$ cat config.mk
export PLATFORM = sky130hd
export DESIGN_NAME = transfer_datapath
export DESIGN_NICKNAME = d
export VERILOG_FILES = /design/src/rtl/transfer_datapath.sv
export SDC_FILE = /design/constraint.sdc
export NUM_CORES = 1
export LEC_CHECK = 0
export CAP_MARGIN = 10
export CORE_MARGIN = 8
export CORE_UTILIZATION = 60
export CTS_BUF_LIST = sky130_fd_sc_hd__clkbuf_2 sky130_fd_sc_hd__clkbuf_4 sky130_fd_sc_hd__clkbuf_8
export CTS_CLUSTER_DIAMETER = 60
export CTS_CLUSTER_SIZE = 14
export DETAILED_ROUTE_END_ITERATION = 6
export DONT_BUFFER_PORTS = 1
export PLACE_DENSITY_LB_ADDON = 0.08
export SLEW_MARGIN = 20
export SYNTH_ARGS = -nofsm -noshare
export SYNTH_HDL_FRONTEND = slang
export SYNTH_SLANG_ARGS = --single-unit
export TNS_END_PERCENT = 1
$ cat constraint.sdc
create_clock -name clock -period 6.4 [get_ports clock]
set_input_delay 1.6 -clock clock [delete_from_list [all_inputs] [get_ports clock]]
set_output_delay 1.6 -clock clock [all_outputs]
set_load 0.05 [all_outputs]
$ cat src/rtl/transfer_datapath.sv
// transfer_datapath
//   Datapath for the memory-to-memory transfer. Executes the per-cycle
//   IncA/IncB/WEA/WEB commands from the transfer controller: loads memory A,
//   streams it through a two-stage read pipeline, and stores the larger
//   word of each adjacent A pair into memory B.
//
// Ports
//   clock    rising-edge clock
//   Reset    synchronous active-low reset (pointers, pipeline, counter only)
//   IncA/B   advance AddrA/AddrB this edge (wrap at depth)
//   WEA      MemA[AddrA] <= DataInA this edge
//   WEB      MemB[AddrB] <= DataB this edge
//   DataInA  load data for memory A
//   AddrA/B  current memory addresses
//   ACur     registered MemA[AddrA]; APrev is ACur one cycle later
//   DataB    unsigned max(ACur, APrev), combinational
//   DOutB    registered MemB[AddrB] (monitor)
//   BCount   MemB writes since reset, saturating at B_DEPTH
//   BFull    BCount == B_DEPTH
module transfer_datapath #(
  parameter int DATA_W  = 8,
  parameter int A_DEPTH = 8,
  parameter int B_DEPTH = 4,
  localparam int AW = $clog2(A_DEPTH),
  localparam int BW = $clog2(B_DEPTH)
) (
  input  logic              clock,
  input  logic              Reset,
  input  logic              IncA,
  input  logic              IncB,
  input  logic              WEA,
  input  logic              WEB,
  input  logic [DATA_W-1:0] DataInA,
  output logic [AW-1:0]     AddrA,
  output logic [BW-1:0]     AddrB,
  output logic [DATA_W-1:0] ACur,
  output logic [DATA_W-1:0] APrev,
  output logic [DATA_W-1:0] DataB,
  output logic [DATA_W-1:0] DOutB,
  output logic [BW:0]       BCount,
  output logic              BFull
);

  localparam logic [BW:0] B_FULL_CNT = (BW+1)'(B_DEPTH);

  // Memories carry no reset: contents survive a mid-transfer reset.
  logic [DATA_W-1:0] mem_a [A_DEPTH];
  logic [DATA_W-1:0] mem_b [B_DEPTH];

  logic [AW-1:0]     addr_a_q, addr_a_d;
  logic [BW-1:0]     addr_b_q, addr_b_d;
  logic [DATA_W-1:0] acur_q,   acur_d;
  logic [DATA_W-1:0] aprev_q,  aprev_d;
  logic [DATA_W-1:0] doutb_q,  doutb_d;
  logic [BW:0]       bcount_q, bcount_d;
  logic [DATA_W-1:0] data_b;

  always_comb begin
    data_b   = (acur_q >= aprev_q) ? acur_q : aprev_q;
    // Depths are powers of two, so natural overflow gives the wrap.
    addr_a_d = IncA ? addr_a_q + 1'b1 : addr_a_q;
    addr_b_d = IncB ? addr_b_q + 1'b1 : addr_b_q;
    // Reads use the pre-increment address and see the pre-write word.
    acur_d   = mem_a[addr_a_q];
    aprev_d  = acur_q;
    doutb_d  = mem_b[addr_b_q];
    bcount_d = (WEB && (bcount_q < B_FULL_CNT)) ? bcount_q + 1'b1 : bcount_q;
  end

  always_ff @(posedge clock) begin
    if (!Reset) begin
      addr_a_q <= '0;
      addr_b_q <= '0;
      acur_q   <= '0;
      aprev_q  <= '0;
      doutb_q  <= '0;
      bcount_q <= '0;
    end else begin
      addr_a_q <= addr_a_d;
      addr_b_q <= addr_b_d;
      acur_q   <= acur_d;
      aprev_q  <= aprev_d;
      doutb_q  <= doutb_d;
      bcount_q <= bcount_d;
    end
  end

  // Reset suppresses writes so a reset cycle has no side effects on data.
  always_ff @(posedge clock) begin
    if (Reset && WEA) mem_a[addr_a_q] <= DataInA;
  end

  // BFull deliberately does not gate writes: a full buffer wraps and overwrites.
  always_ff @(posedge clock) begin
    if (Reset && WEB) mem_b[addr_b_q] <= data_b;
  end

  assign AddrA  = addr_a_q;
  assign AddrB  = addr_b_q;
  assign ACur   = acur_q;
  assign APrev  = aprev_q;
  assign DataB  = data_b;
  assign DOutB  = doutb_q;
  assign BCount = bcount_q;
  assign BFull  = (bcount_q == B_FULL_CNT);

endmodule

### Word-level counts from Yosys, hierarchy flattened

Memories as Yosys holds them, arrays and structs flattened. A register that Yosys moved wholly into a read port is not among the register bits.
Cells that the tools add are included.
W data, S select, Z words.

* register bits after elaboration: 16
* bits in writable memories: 96
* bits of input ports: 14
* output and inout port bits: 41
* memories kept: 2

Memories
* mem_a: depth 8, bits a word 8, rd ports 1, clocked after memory_dff 1, write ports 1, line 47 `logic [DATA_W-1:0] mem_a [A_DEPTH];`
* mem_b: depth 4, bits a word 8, rd ports 1, clocked after memory_dff 1, write ports 1, line 48 `logic [DATA_W-1:0] mem_b [B_DEPTH];`

* add/subtract/negate cells: 3
* order comparisons: 2
* eq/ne operators: 1
* muxes and demuxes: 5
* reductions and logical operators: 5

Operator list (count)
* $ge A8 B8 Y1: 1
* $mux W8: 1
* $add A3 B1 Y3 const B: 2
* $mux W1: 4
* $eq A3 B3 Y1 const B: 1
* $logic_and A1 B1 Y1: 3
* $lt A3 B3 Y1 const B: 1
* $add A2 B1 Y2 const B: 1
* $logic_not A1 Y1: 2

### Depth between registers and ports, before layout

* depth in word-level cells: 3
* mapped depth: 6
* gate-level depth less buffers: 6

### Worst setup path after synthesis

OpenSTA, ideal clock, no wires.

* path kind: register to output
* from: reg acur_q[0], in the netlist ACur[0], read port of mem_a
* to: out DataB[0]
* arrival time: 2.466 ns
* setup slack: 2.334 ns
* cell stages (with the launch flop): 7
* buffers on the path: 0
* cells stage by stage: dfxtp_1 inv_1 ha_1 nand2b_4 a2111o_1 a211oi_4 mux2_2

* cells in the longest elaborated chain, start to end: 2

RTL lines
* start, declared: line 52 `logic [DATA_W-1:0] acur_q, acur_d;`
* $ge A8 B8 Y1: line 59 `data_b = (acur_q >= aprev_q) ? acur_q : aprev_q;`
* $mux W8 (*): line 59
* end, declared: line 38 `output logic [DATA_W-1:0] DataB,`

Every way passes the cells marked *; elsewhere a longest branch is shown, timed or not.

### Worst setup path after layout

* from: reg acur_q[0], in the netlist ACur[0], read port of mem_a
* to: out DataB[7]

* cells in the longest elaborated chain, start to end: 2

RTL lines (line)
* $ge A8 B8 Y1: 59
* $mux W8: 59

No other way between the ends.

==> flow_metrics.py <==
metrics = {
    "run_status": {
        "status": "complete, no violations",
    },
    "clock_network": {
        "cts_sinks": 128,
        "numCtsBuffers": 17,
        "clkTransAtPathRegs_ns": 0.08,
        "hold_buffers": 0,
        "ctsHtreeMaxLevel": 4,
        "cts_tree": "yes",
        "clkLatencyLatePin_ns": 0.43,
        "postCtsSetupBuffers": 0,
        "cts_buffer_depth": 2,
        "root_buffer": "clkbuf_8",
        "post_cts_resized": 0,
    },
    "critical_path": {
        "cp.arrival_ns": 3.10,
        "cp-start-kind": "flip-flop",
        "crit_family": "compound AO/OA/AOI/OAI gates",
        "crit_buf_inv": 1,
        "path_cells": "inv_1 > ha_1 > nand2b_4 > a2111o_1 > a211oi_4 > mux2_2",
        "critPathMaxStageDelay_ns": 0.68,
        "cp_slowest_cell": "dfxtp_1",
        "critPathKind": "flip-flop to output port",
        "crit_path_max_fanout": 8,
        "critPathCaptureType": "output port",
        "cp.required_ns": 4.80,
    },
    "route": {
        "drt_wl_total_mm": 8.37,
        "drtIter0Drc": 69,
        "avgRoutedWirePerCell_um": 20.5,
        "drcViolationCount": 0,
        "postRouteAntennaNets": 0,
        "drtPass1Iterations": 5,
        "num_vias": 2323,
        "viasPerCell": 5.69,
    },
    "yosys": {
        "synth_area_leaders": "edfxtp_1 58%, dfxtp_1 13%, mux4_2 11%",
        "synth_seq_cells": 128,
        "ys_seq_area_share_pct": 71.0,
        "netlist.area_leader.share_pct": 58.1,
        "synth_top_cell_by_area": "edfxtp_1",
        "syn_inst": 277,
        "synth_fp_nets": 306,
        "synth.distinct_cells": 28,
        "avgSynthCellArea_um2": 17.9,
        "ys_warn_count": 0,
        "synth_area_um2": 4960,
    },
    "cells_and_area": {
        "final_cell_count_no_fill": 408,
        "n_fill_cell": 545,
        "area.growth.synth_to_final_pct": 10.0,
        "drive_gt1_share_pct": 23.4,
        "final_cell_mix": "96 x edfxtp_1, 31 x dfxtp_1, 24 x mux4_2, 21 x and2_1, 17 x clkbuf_8",
        "nets": 319,
        "final_common_cell": "edfxtp_1",
        "diodes": 0,
    },
    "sta": {
        "finalHoldViolCount": 0,
        "setup_tns_ns": 0,
        "max_slew_margin_pct": 31.1,
        "rsz0062_at_grt": "false",
        "finalClockSkew_ns": 0.00832,
        "setup_viol": 0,
        "period_share_pct": 73.4,
        "hold_slack_ns": 0.660,
        "worst_slew_pin_slew_ns": 1.03,
        "slew_violations": 0,
        "fmax_ghz": 0.213,
        "min_period_ns": 4.70,
    },
    "floorplan": {
        "dieArea_um2": 11400,
        "io_pins": 55,
        "row_count": 33,
        "die_w_um": 107,
        "core_um2": 8130,
        "initial_utilization_pct": 61.0,
        "die_h_um": 107,
    },
    "power_and_ir_drop": {
        "power_density_nw_per_um2": 331,
        "ir_drop_v": 0.000159,
        "leakage_uw": 0.00184,
    },
    "global_routing": {
        "grtUsageTotal_pct": 15.3,
        "grt_pass1_vias": 2392,
        "grt_pass1_wl_mm": 12.8,
        "grt_max_degree": 39,
        "grt_overflow_total": 0,
        "antenna_found_initial": 0,
    },
    "job": {
        "cap_violations": 0,
    },
    "place": {
        "hpwl_mm": 5.56,
        "dp_cells": 376,
        "place.gp.congestion": 0.723,
        "port_buffers": 0,
    },
    "hold_path": {
        "min_path_type": "flip-flop to flip-flop",
    },
}
[area by class of cell]
cell class	count	area, um2	share of cell area, %
flip-flops and latches	128	3520	64.5
multi-input cells	125	1350	24.7
clock buffers	17	234	4.28
clock inverters	15	138	2.52
well taps	105	131	2.41
inverters	13	48.8	0.893
repair buffers	5	37.5	0.687
[power by group]
part / switching [uW] / internal (uW)
combinational: 93.3 / 68.7
sequential: 87.0 / 930
clock: 322 / 309
total: 502 / 1310
[worst min-delay path, cell delays in order (launching register included)]
cell and delay (ns):
edfxtp_1 0.32, mux4_2 0.21, and2_1 0.11
[routing by layer]
metal / vias up / part of all wire (%) / global-route usage (%)
met5: - / 0 / 0
met4: 0 / 2.3 / 8.44
met3: 18 / 7.2 / 5.94
met2: 69 / 52 / 25.8
met1: 1167 / 38 / 16.3
li1: 1069 / - / -
[sequential cells by signal (all words and copies together), names as in the netlist]
name / cells
DOutB: 8
BCount: 3
AddrA: 3
ACur: 8
mem_b: 32
mem_a: 64
APrev: 8
AddrB: 2
[synthesized netlist by cell type]
library cell and n:
nand4_1 1, edfxtp_1 96, a211oi_4 1, mux2i_1 10
nand2b_4 1, nor2b_1 13, a21oi_1 3, o21ai_0 2
dfxtp_1 32, a2111o_1 1, nor3_1 2, nand3_1 1
buf_1 1, ha_1 15, clkbuf_1 7, nand2b_1 2
and2_1 21, mux2_2 8, mux4_2 24, buf_2 3
nor2_1 8, xnor2_1 2, inv_1 13, nand3b_1 1
nand2_1 2, xor2_1 2, and3_1 4, a211oi_1 1
[logic make-up (layout without fill, tap and decap cells)]
family | Yosys count | after routing | share of synthesized area (%)
xor gates and xnor gates | 4 | 4 | 0.706
adders and majority gates | 15 | 15 | 3.78
muxes | 42 | 42 | 14.7
DFF | 128 | 128 | 71.0
buffers and inverters | 24 | 50 | 1.89
and+or+nand+nor | 56 | 56 | 6.65
AOI/OAI and AO/OA | 8 | 8 | 1.29
[path summary, 6_finish.rpt]
path / startpoint / endpoint / slack, ns / cells after the start
max reg2reg: ACur[0] / mem_b[2][7] / 3.43 / 6
min: mem_b[3][1] / DOutB[1] / 0.66 / 2
min reg2reg: mem_b[3][1] / DOutB[1] / 0.66 / 2
max: ACur[0] / DataB[7] / 1.70 / 6
[stage by stage]
stage	area [um2]	utilization [%]	setup WS (ns)	power [uW]
2_1_floorplan	4960	-	2.33	1170
3_3_place_gp	5090	62.6	2.15	1200
3_5_place_dp	5090	62.6	2.15	1200
4_1_cts	5460	67.1	1.66	1830
5_1_grt	5460	67.1	1.59	1870
6_report	5460	67.1	1.70	1810
Power figures use the tool's default switching activity.
